$ cat config.mk
export PLATFORM = sky130hd
export DESIGN_NAME = d_phy_packet_sequencer_flat
export DESIGN_NICKNAME = d
export VERILOG_FILES = /design/src/rtl/csi2_pkg.sv /design/src/rtl/d_phy_packet_sequencer_if.sv /design/src/rtl/d_phy_packet_sequencer.sv /design/src/flat_wrapper.sv
export SDC_FILE = /design/constraint.sdc
export NUM_CORES = 1
export LEC_CHECK = 0
export CAP_MARGIN = 30
export CORE_MARGIN = 10
export CORE_UTILIZATION = 58
export CTS_CLUSTER_SIZE = 25
export DETAILED_ROUTE_END_ITERATION = 10
export GPL_ROUTABILITY_DRIVEN = 0
export PLACE_DENSITY = 0.84
export SYNTH_ARGS = -nofsm -noshare
export SYNTH_HDL_FRONTEND = slang
export SYNTH_SLANG_ARGS = --single-unit
$ cat constraint.sdc
create_clock -name clock_p -period 8.7 [get_ports clock_p]
set_input_delay 2.175 -clock clock_p [delete_from_list [all_inputs] [get_ports clock_p]]
set_output_delay 2.175 -clock clock_p [all_outputs]
set_load 0.02 [all_outputs]
$ cat src/rtl/csi2_pkg.sv
// CSI-2 data-type codes and the packet sequencer state set shared by the D-PHY
// packet sequencer and the protocol layers above it.
package csi2_pkg;

  localparam logic [5:0] DT_FRAME_START = 6'h00;
  localparam logic [5:0] DT_FRAME_END   = 6'h01;
  localparam logic [5:0] DT_LINE_START  = 6'h02;
  localparam logic [5:0] DT_LINE_END    = 6'h03;
  localparam logic [5:0] DT_RAW8        = 6'h2A;
  localparam logic [5:0] DT_RAW10       = 6'h2B;

  localparam logic [5:0] SHORT_PACKET_MAX = 6'h0F;

  typedef enum logic [2:0] {
    RESET_PHY,
    WAIT_SYNC,
    HEADER,
    PAYLOAD,
    CRC
  } seq_state_e;

  function automatic logic is_short_packet(input logic [5:0] data_type);
    return data_type <= SHORT_PACKET_MAX;
  endfunction

endpackage

$ cat src/rtl/d_phy_packet_sequencer_if.sv
// Byte stream from d_phy_receiver plus the delimited packet fields handed upward.
// No backpressure: the slave side must take every strobe.
interface d_phy_packet_sequencer_if;

  logic        capture_enable;
  logic [7:0]  phy_data;
  logic        phy_enable;
  logic        phy_reset;
  logic        header_valid;
  logic [7:0]  data_id;
  logic [15:0] word_count;
  logic [7:0]  ecc;
  logic [7:0]  payload_data;
  logic        payload_valid;
  logic        payload_last;
  logic [15:0] crc;
  logic        crc_valid;
  logic        error;
  logic        busy;

  modport master (
    input  capture_enable, phy_data, phy_enable,
    output phy_reset, header_valid, data_id, word_count, ecc,
           payload_data, payload_valid, payload_last, crc, crc_valid, error, busy
  );

  modport slave (
    output capture_enable, phy_data, phy_enable,
    input  phy_reset, header_valid, data_id, word_count, ecc,
           payload_data, payload_valid, payload_last, crc, crc_valid, error, busy
  );

endinterface

$ cat src/rtl/d_phy_packet_sequencer.sv
// Delimits CSI-2 packets from the receiver byte stream and pulses the receiver reset between them.
// All outputs registered, one cycle after the causing byte; no backpressure.
module d_phy_packet_sequencer
  import csi2_pkg::*;
#(
  parameter int          RESET_CYCLES   = 4,
  parameter logic [15:0] MAX_WORD_COUNT = 16'd8192
) (
  input  logic                      clock_p,
  input  logic                      reset,
  d_phy_packet_sequencer_if.master  bus
);

  localparam int             CW       = $clog2(RESET_CYCLES);
  localparam logic [CW-1:0]  RST_LOAD = CW'(RESET_CYCLES - 1);

  seq_state_e    state_q, state_d;
  logic [CW-1:0] rst_cnt_q, rst_cnt_d;
  logic [1:0]    idx_q, idx_d;
  logic [7:0]    di_q, di_d;
  logic [15:0]   wc_q, wc_d;
  logic [15:0]   remaining_q, remaining_d;
  logic [7:0]    crc_lo_q, crc_lo_d;

  logic          phy_reset_q, phy_reset_d;
  logic          header_valid_q, header_valid_d;
  logic [7:0]    data_id_q, data_id_d;
  logic [15:0]   word_count_q, word_count_d;
  logic [7:0]    ecc_q, ecc_d;
  logic [7:0]    payload_data_q, payload_data_d;
  logic          payload_valid_q, payload_valid_d;
  logic          payload_last_q, payload_last_d;
  logic [15:0]   crc_q, crc_d;
  logic          crc_valid_q, crc_valid_d;
  logic          error_q, error_d;
  logic          busy_q, busy_d;

  // The receiver output is garbage while we hold it in reset, so gate on our own reset.
  logic byte_acc;
  assign byte_acc = bus.phy_enable & ~phy_reset_q;

  always_comb begin
    state_d         = state_q;
    rst_cnt_d       = rst_cnt_q;
    idx_d           = idx_q;
    di_d            = di_q;
    wc_d            = wc_q;
    remaining_d     = remaining_q;
    crc_lo_d        = crc_lo_q;
    header_valid_d  = 1'b0;
    payload_valid_d = 1'b0;
    payload_last_d  = 1'b0;
    crc_valid_d     = 1'b0;
    error_d         = 1'b0;
    data_id_d       = data_id_q;
    word_count_d    = word_count_q;
    ecc_d           = ecc_q;
    payload_data_d  = payload_data_q;
    crc_d           = crc_q;

    case (state_q)
      RESET_PHY: begin
        if (rst_cnt_q != '0) begin
          rst_cnt_d = rst_cnt_q - 1'b1;
        end else if (bus.capture_enable) begin
          state_d = WAIT_SYNC;
        end
      end

      WAIT_SYNC: begin
        if (byte_acc) begin
          di_d    = bus.phy_data;
          idx_d   = 2'd1;
          state_d = HEADER;
        end else if (!bus.capture_enable) begin
          state_d   = RESET_PHY;
          rst_cnt_d = RST_LOAD;
        end
      end

      HEADER: begin
        if (byte_acc) begin
          case (idx_q)
            2'd1: begin
              wc_d[7:0] = bus.phy_data;
              idx_d     = 2'd2;
            end
            2'd2: begin
              wc_d[15:8] = bus.phy_data;
              idx_d      = 2'd3;
            end
            default: begin
              // Oversized long packets are dropped without announcing a header.
              if (!is_short_packet(di_q[5:0]) && (wc_q > MAX_WORD_COUNT)) begin
                error_d   = 1'b1;
                state_d   = RESET_PHY;
                rst_cnt_d = RST_LOAD;
              end else begin
                header_valid_d = 1'b1;
                data_id_d      = di_q;
                word_count_d   = wc_q;
                ecc_d          = bus.phy_data;
                if (is_short_packet(di_q[5:0])) begin
                  state_d   = RESET_PHY;
                  rst_cnt_d = RST_LOAD;
                end else if (wc_q == 16'd0) begin
                  state_d = CRC;
                  idx_d   = 2'd0;
                end else begin
                  remaining_d = wc_q;
                  state_d     = PAYLOAD;
                end
              end
            end
          endcase
        end
      end

      PAYLOAD: begin
        if (byte_acc) begin
          payload_data_d  = bus.phy_data;
          payload_valid_d = 1'b1;
          payload_last_d  = (remaining_q == 16'd1);
          remaining_d     = remaining_q - 16'd1;
          if (remaining_q == 16'd1) begin
            state_d = CRC;
            idx_d   = 2'd0;
          end
        end
      end

      CRC: begin
        if (byte_acc) begin
          if (idx_q == 2'd0) begin
            crc_lo_d = bus.phy_data;
            idx_d    = 2'd1;
          end else begin
            crc_d       = {bus.phy_data, crc_lo_q};
            crc_valid_d = 1'b1;
            state_d     = RESET_PHY;
            rst_cnt_d   = RST_LOAD;
          end
        end
      end

      default: begin
        state_d   = RESET_PHY;
        rst_cnt_d = RST_LOAD;
      end
    endcase

    phy_reset_d = (state_d == RESET_PHY);
    busy_d      = (state_d == HEADER) || (state_d == PAYLOAD) || (state_d == CRC);
  end

  always_ff @(posedge clock_p or posedge reset) begin
    if (reset) begin
      state_q         <= RESET_PHY;
      rst_cnt_q       <= RST_LOAD;
      idx_q           <= 2'd0;
      di_q            <= 8'd0;
      wc_q            <= 16'd0;
      remaining_q     <= 16'd0;
      crc_lo_q        <= 8'd0;
      phy_reset_q     <= 1'b1;
      header_valid_q  <= 1'b0;
      data_id_q       <= 8'd0;
      word_count_q    <= 16'd0;
      ecc_q           <= 8'd0;
      payload_data_q  <= 8'd0;
      payload_valid_q <= 1'b0;
      payload_last_q  <= 1'b0;
      crc_q           <= 16'd0;
      crc_valid_q     <= 1'b0;
      error_q         <= 1'b0;
      busy_q          <= 1'b0;
    end else begin
      state_q         <= state_d;
      rst_cnt_q       <= rst_cnt_d;
      idx_q           <= idx_d;
      di_q            <= di_d;
      wc_q            <= wc_d;
      remaining_q     <= remaining_d;
      crc_lo_q        <= crc_lo_d;
      phy_reset_q     <= phy_reset_d;
      header_valid_q  <= header_valid_d;
      data_id_q       <= data_id_d;
      word_count_q    <= word_count_d;
      ecc_q           <= ecc_d;
      payload_data_q  <= payload_data_d;
      payload_valid_q <= payload_valid_d;
      payload_last_q  <= payload_last_d;
      crc_q           <= crc_d;
      crc_valid_q     <= crc_valid_d;
      error_q         <= error_d;
      busy_q          <= busy_d;
    end
  end

  assign bus.phy_reset     = phy_reset_q;
  assign bus.header_valid  = header_valid_q;
  assign bus.data_id       = data_id_q;
  assign bus.word_count    = word_count_q;
  assign bus.ecc           = ecc_q;
  assign bus.payload_data  = payload_data_q;
  assign bus.payload_valid = payload_valid_q;
  assign bus.payload_last  = payload_last_q;
  assign bus.crc           = crc_q;
  assign bus.crc_valid     = crc_valid_q;
  assign bus.error         = error_q;
  assign bus.busy          = busy_q;

endmodule
$ cat src/flat_wrapper.sv
// flat-port wrapper written by rule: the top's interface ports become plain ports
module d_phy_packet_sequencer_flat import csi2_pkg::*;
#(
  parameter int          RESET_CYCLES   = 4,
  parameter logic [15:0] MAX_WORD_COUNT = 16'd8192
)
  (clock_p, reset, bus_capture_enable, bus_phy_data, bus_phy_enable, bus_phy_reset, bus_header_valid, bus_data_id, bus_word_count, bus_ecc, bus_payload_data, bus_payload_valid, bus_payload_last, bus_crc, bus_crc_valid, bus_error, bus_busy);
  d_phy_packet_sequencer_if bus_i ();
  input  logic clock_p;
  input  logic reset;
  input wire logic [$bits(bus_i.capture_enable)-1:0] bus_capture_enable;
  input wire logic [$bits(bus_i.phy_data)-1:0] bus_phy_data;
  input wire logic [$bits(bus_i.phy_enable)-1:0] bus_phy_enable;
  output wire logic [$bits(bus_i.phy_reset)-1:0] bus_phy_reset;
  output wire logic [$bits(bus_i.header_valid)-1:0] bus_header_valid;
  output wire logic [$bits(bus_i.data_id)-1:0] bus_data_id;
  output wire logic [$bits(bus_i.word_count)-1:0] bus_word_count;
  output wire logic [$bits(bus_i.ecc)-1:0] bus_ecc;
  output wire logic [$bits(bus_i.payload_data)-1:0] bus_payload_data;
  output wire logic [$bits(bus_i.payload_valid)-1:0] bus_payload_valid;
  output wire logic [$bits(bus_i.payload_last)-1:0] bus_payload_last;
  output wire logic [$bits(bus_i.crc)-1:0] bus_crc;
  output wire logic [$bits(bus_i.crc_valid)-1:0] bus_crc_valid;
  output wire logic [$bits(bus_i.error)-1:0] bus_error;
  output wire logic [$bits(bus_i.busy)-1:0] bus_busy;
  assign bus_i.capture_enable = bus_capture_enable;
  assign bus_i.phy_data = bus_phy_data;
  assign bus_i.phy_enable = bus_phy_enable;
  assign bus_phy_reset = bus_i.phy_reset;
  assign bus_header_valid = bus_i.header_valid;
  assign bus_data_id = bus_i.data_id;
  assign bus_word_count = bus_i.word_count;
  assign bus_ecc = bus_i.ecc;
  assign bus_payload_data = bus_i.payload_data;
  assign bus_payload_valid = bus_i.payload_valid;
  assign bus_payload_last = bus_i.payload_last;
  assign bus_crc = bus_i.crc;
  assign bus_crc_valid = bus_i.crc_valid;
  assign bus_error = bus_i.error;
  assign bus_busy = bus_i.busy;
  d_phy_packet_sequencer #(.RESET_CYCLES(RESET_CYCLES), .MAX_WORD_COUNT(MAX_WORD_COUNT)) u_core (.clock_p(clock_p), .reset(reset), .bus(bus_i));
endmodule
==> metrics.txt <==
status finished clean; Seq/Total Area, Yosys 0.566; Worst Path Arrival between 4000 and 5000 ps; Yosys cell types 51; largest net degree at the start of global routing 76; RSZ-0062 raised after global routing false; Hold Crit Depth 2; CTS Buffer Depth 2; nets between 500 and 600; Yosys reg bits ~120; crit-path cells clkdlybuf4s50_1 -> nor2b_1 -> nand3_1 -> clkinv_1 -> a21oi_1 -> o221ai_1; data required time of the critical path 9060 ps; Die X 115 um; top cells by area, synth dfrtp_1 55%, mux2_2 13%, nand2_1 6.8%; Avg Cell Area, Syn 11.0 um^2; CP Class in -> reg; placed cells between 600 and 700; max cap viols 0; worst hold start u_core.crc_lo_q[4]$_DFFE_PP0P_; clock buffer count from CTS 17; CP max stage delay 700 ps; final non-filler cell total about 680; drc violations 0; CTS root buf clkbuf_8; first-pass GRT wire length 24000 um; count of TritonRoute iterations in the first routing pass 5; net count after synthesis 494; reg2reg path depth 5; Area Growth Syn to Fin 28.4%; min cycle time layout roughly 4600 ps; Synth Instances 476; Slew Viols, Final 0; EDFF count, synth 0; Critical path origin bus_phy_enable; fraction of power consumed by the clock network 0.329; CTS tree built; Logic pwr share 0.299; worst-path maximum fanout 20; area leader, netlist dfrtp_1; initial DRC count 280; post_cts resized 0; GRT Overall Usage 0.231; antenna violations before repair 0; area of the core 8760 um^2; fraction of registers with async set/reset 1.00; top cell type's share of synthesized area 0.551; PnR worst setup slack between 4000 and 5000 ps; Pwr Total 2.33 mW; Max Fclk roughly 0.22 GHz; max_slew headroom 0.388; buffers added on ports 74; Switching Fraction 0.345; Pleak 3.13 nW; CP startpoint kind input port; reg2reg start u_core.state_q[2]$_DFF_PP0_; Worst-path clk slew 60 ps; sequential share of power 0.371; Die Ht between 100 and 150 um; Crit-path slowest cell clkinv_1; top-count cell post-synth dfrtp_1; crit share post-route 0.531; critical path's top delay family buffers and inverters; final setup TNS 0 ps; Final setup viols 0; Crit. path cell count 6; Starting Density 0.596; CTS H-Tree Depth 4; Post-synth top flop dfrtp_1; Hold Path Class reg -> reg; vias in the first global route 4550; worst vdd ir between 0.0002 and 0.0003 V; # clock sinks 118; clock skew 9.07 ps; NetSw 0.804 mW; Synth top cells by count 115 x dfrtp_1, 94 x nand2_1, 62 x mux2_2; Final ANT Viol Nets 0; cell internal pwr about 1.5 mW; drt wl/cell 21.8 um; diodes inserted 0; share of layout cells above drive strength 1 0.197; # hold bufs at CTS 0; pre-CTS WS roughly 3700 ps; clk_lat worst skew 520 ps; cell area after synthesis between 5000 and 6000 um^2; Synthesis Warnings 0; post-CTS setup buffer count 0; DIE AREA 13200 um^2; Critical Path Sink Type register; Post-Route WL approximately 15000 um; pwr dens 347 nW/um^2; Vias/cell roughly 6.4; R2R setup slack 5640 ps; I/O Pins 75; Slew @ Worst Pin roughly 920 ps; Hold EP u_core.bus.crc[4]$_DFFE_PP0P_; DR vias 4298; endpoints failing hold 0; gr ovfl total 0; post-DP HPWL 9290 um; worst reg2reg path endpoint u_core.remaining_q[5]$_DFFE_PP0P_; # rows 34; CP bufs+invs 2
-- worst min-delay path: cells and delay by family, from the launching register on --
family,cells,cell delay (ps)
flops,1,340
simple gates,2,110
-- how the worst max path moves through the flow --
stage / to
after floorplan: u_core.bus.busy$_DFF_PP0_
after global placement: u_core.remaining_q[3]$_DFFE_PP0P_
after detailed placement: u_core.remaining_q[2]$_DFFE_PP0P_
after CTS: u_core.remaining_q[5]$_DFFE_PP0P_
after global routing: u_core.remaining_q[4]$_DFFE_PP0P_
final: u_core.remaining_q[5]$_DFFE_PP0P_
-- power by group through the flow --
| stage | combinational, mW | sequential [mW] | clock (mW) |
|---|---|---|---|
| finish | 0.698 | 0.865 | 0.768 |
| global route | 0.750 | 0.882 | 0.794 |
| CTS | 0.698 | 0.857 | 0.769 |
| detailed placement | 0.680 | 0.856 | 0 |
| global placement | 0.664 | 0.844 | 0 |
| floorplan | 0.337 | 0.907 | 0 |
-- final cells by class --
type,count,area [um^2]
Inverter,14,55.1
Clock buffer,18,418
Multi-Input combinational cell,325,2140
Sequential cell,118,2960
Timing Repair Buffer,79,778
Tap cell,108,135
Clock inverter,14,224
Fill cell,520,2050
-- cell usage in the layout (no fill, tap or decap), types with 6 or more instances in the layout --
cell	n
a21oi_1	13
a31oi_1	6
clkbuf_16	16
clkdlybuf4s50_1	74
dfrtp_1	115
ha_1	6
inv_1	11
mux2_2	62
nand2_1	94
nand3_1	11
nor2_1	35
nor3_1	9
o21ai_0	9
-- cell families (layout without fill, tap and decap cells) --
logic type | Yosys count | count (layout) | synth area share
flops | 118 | 118 | 0.566
buf+inv | 33 | 125 | 0.0247
fa+ha+maj | 6 | 6 | 0.0144
simple gates | 187 | 187 | 0.165
compound gates | 64 | 64 | 0.0848
mux | 68 | 68 | 0.145
-- metal layers --
metal  track usage  part of all wire
met5             0                 0
met4        0.0965             0.030
met3        0.0927              0.11
met2         0.373              0.48
met1         0.269              0.38
-- flip-flops by register name, indices dropped and copies added, names as in the netlist --
register / count
u_core.bus.ecc: 8
u_core.bus.payload_data: 8
u_core.rst_cnt_q: 2
u_core.idx_q: 2
u_core.bus.payload_last: 1
u_core.bus.word_count: 16
u_core.state_q: 3
u_core.crc_lo_q: 8
u_core.di_q: 8
u_core.remaining_q: 16
u_core.bus.error: 1
u_core.bus.phy_reset: 1
u_core.bus.header_valid: 1
u_core.bus.busy: 1
u_core.bus.data_id: 8
u_core.bus.crc: 16
u_core.bus.payload_valid: 1
u_core.wc_q: 16
u_core.bus.crc_valid: 1
-- through the flow --
step | hold WS, ps | utilization | cell area [um^2]
after floorplan | 433 | - | 5230
after global placement | 443 | 0.693 | 6070
after detailed placement | 453 | 0.693 | 6070
after CTS | 476 | 0.766 | 6710
after global routing | 497 | 0.766 | 6710
final | 476 | 0.766 | 6710
(Power assumes the default switching activity.)
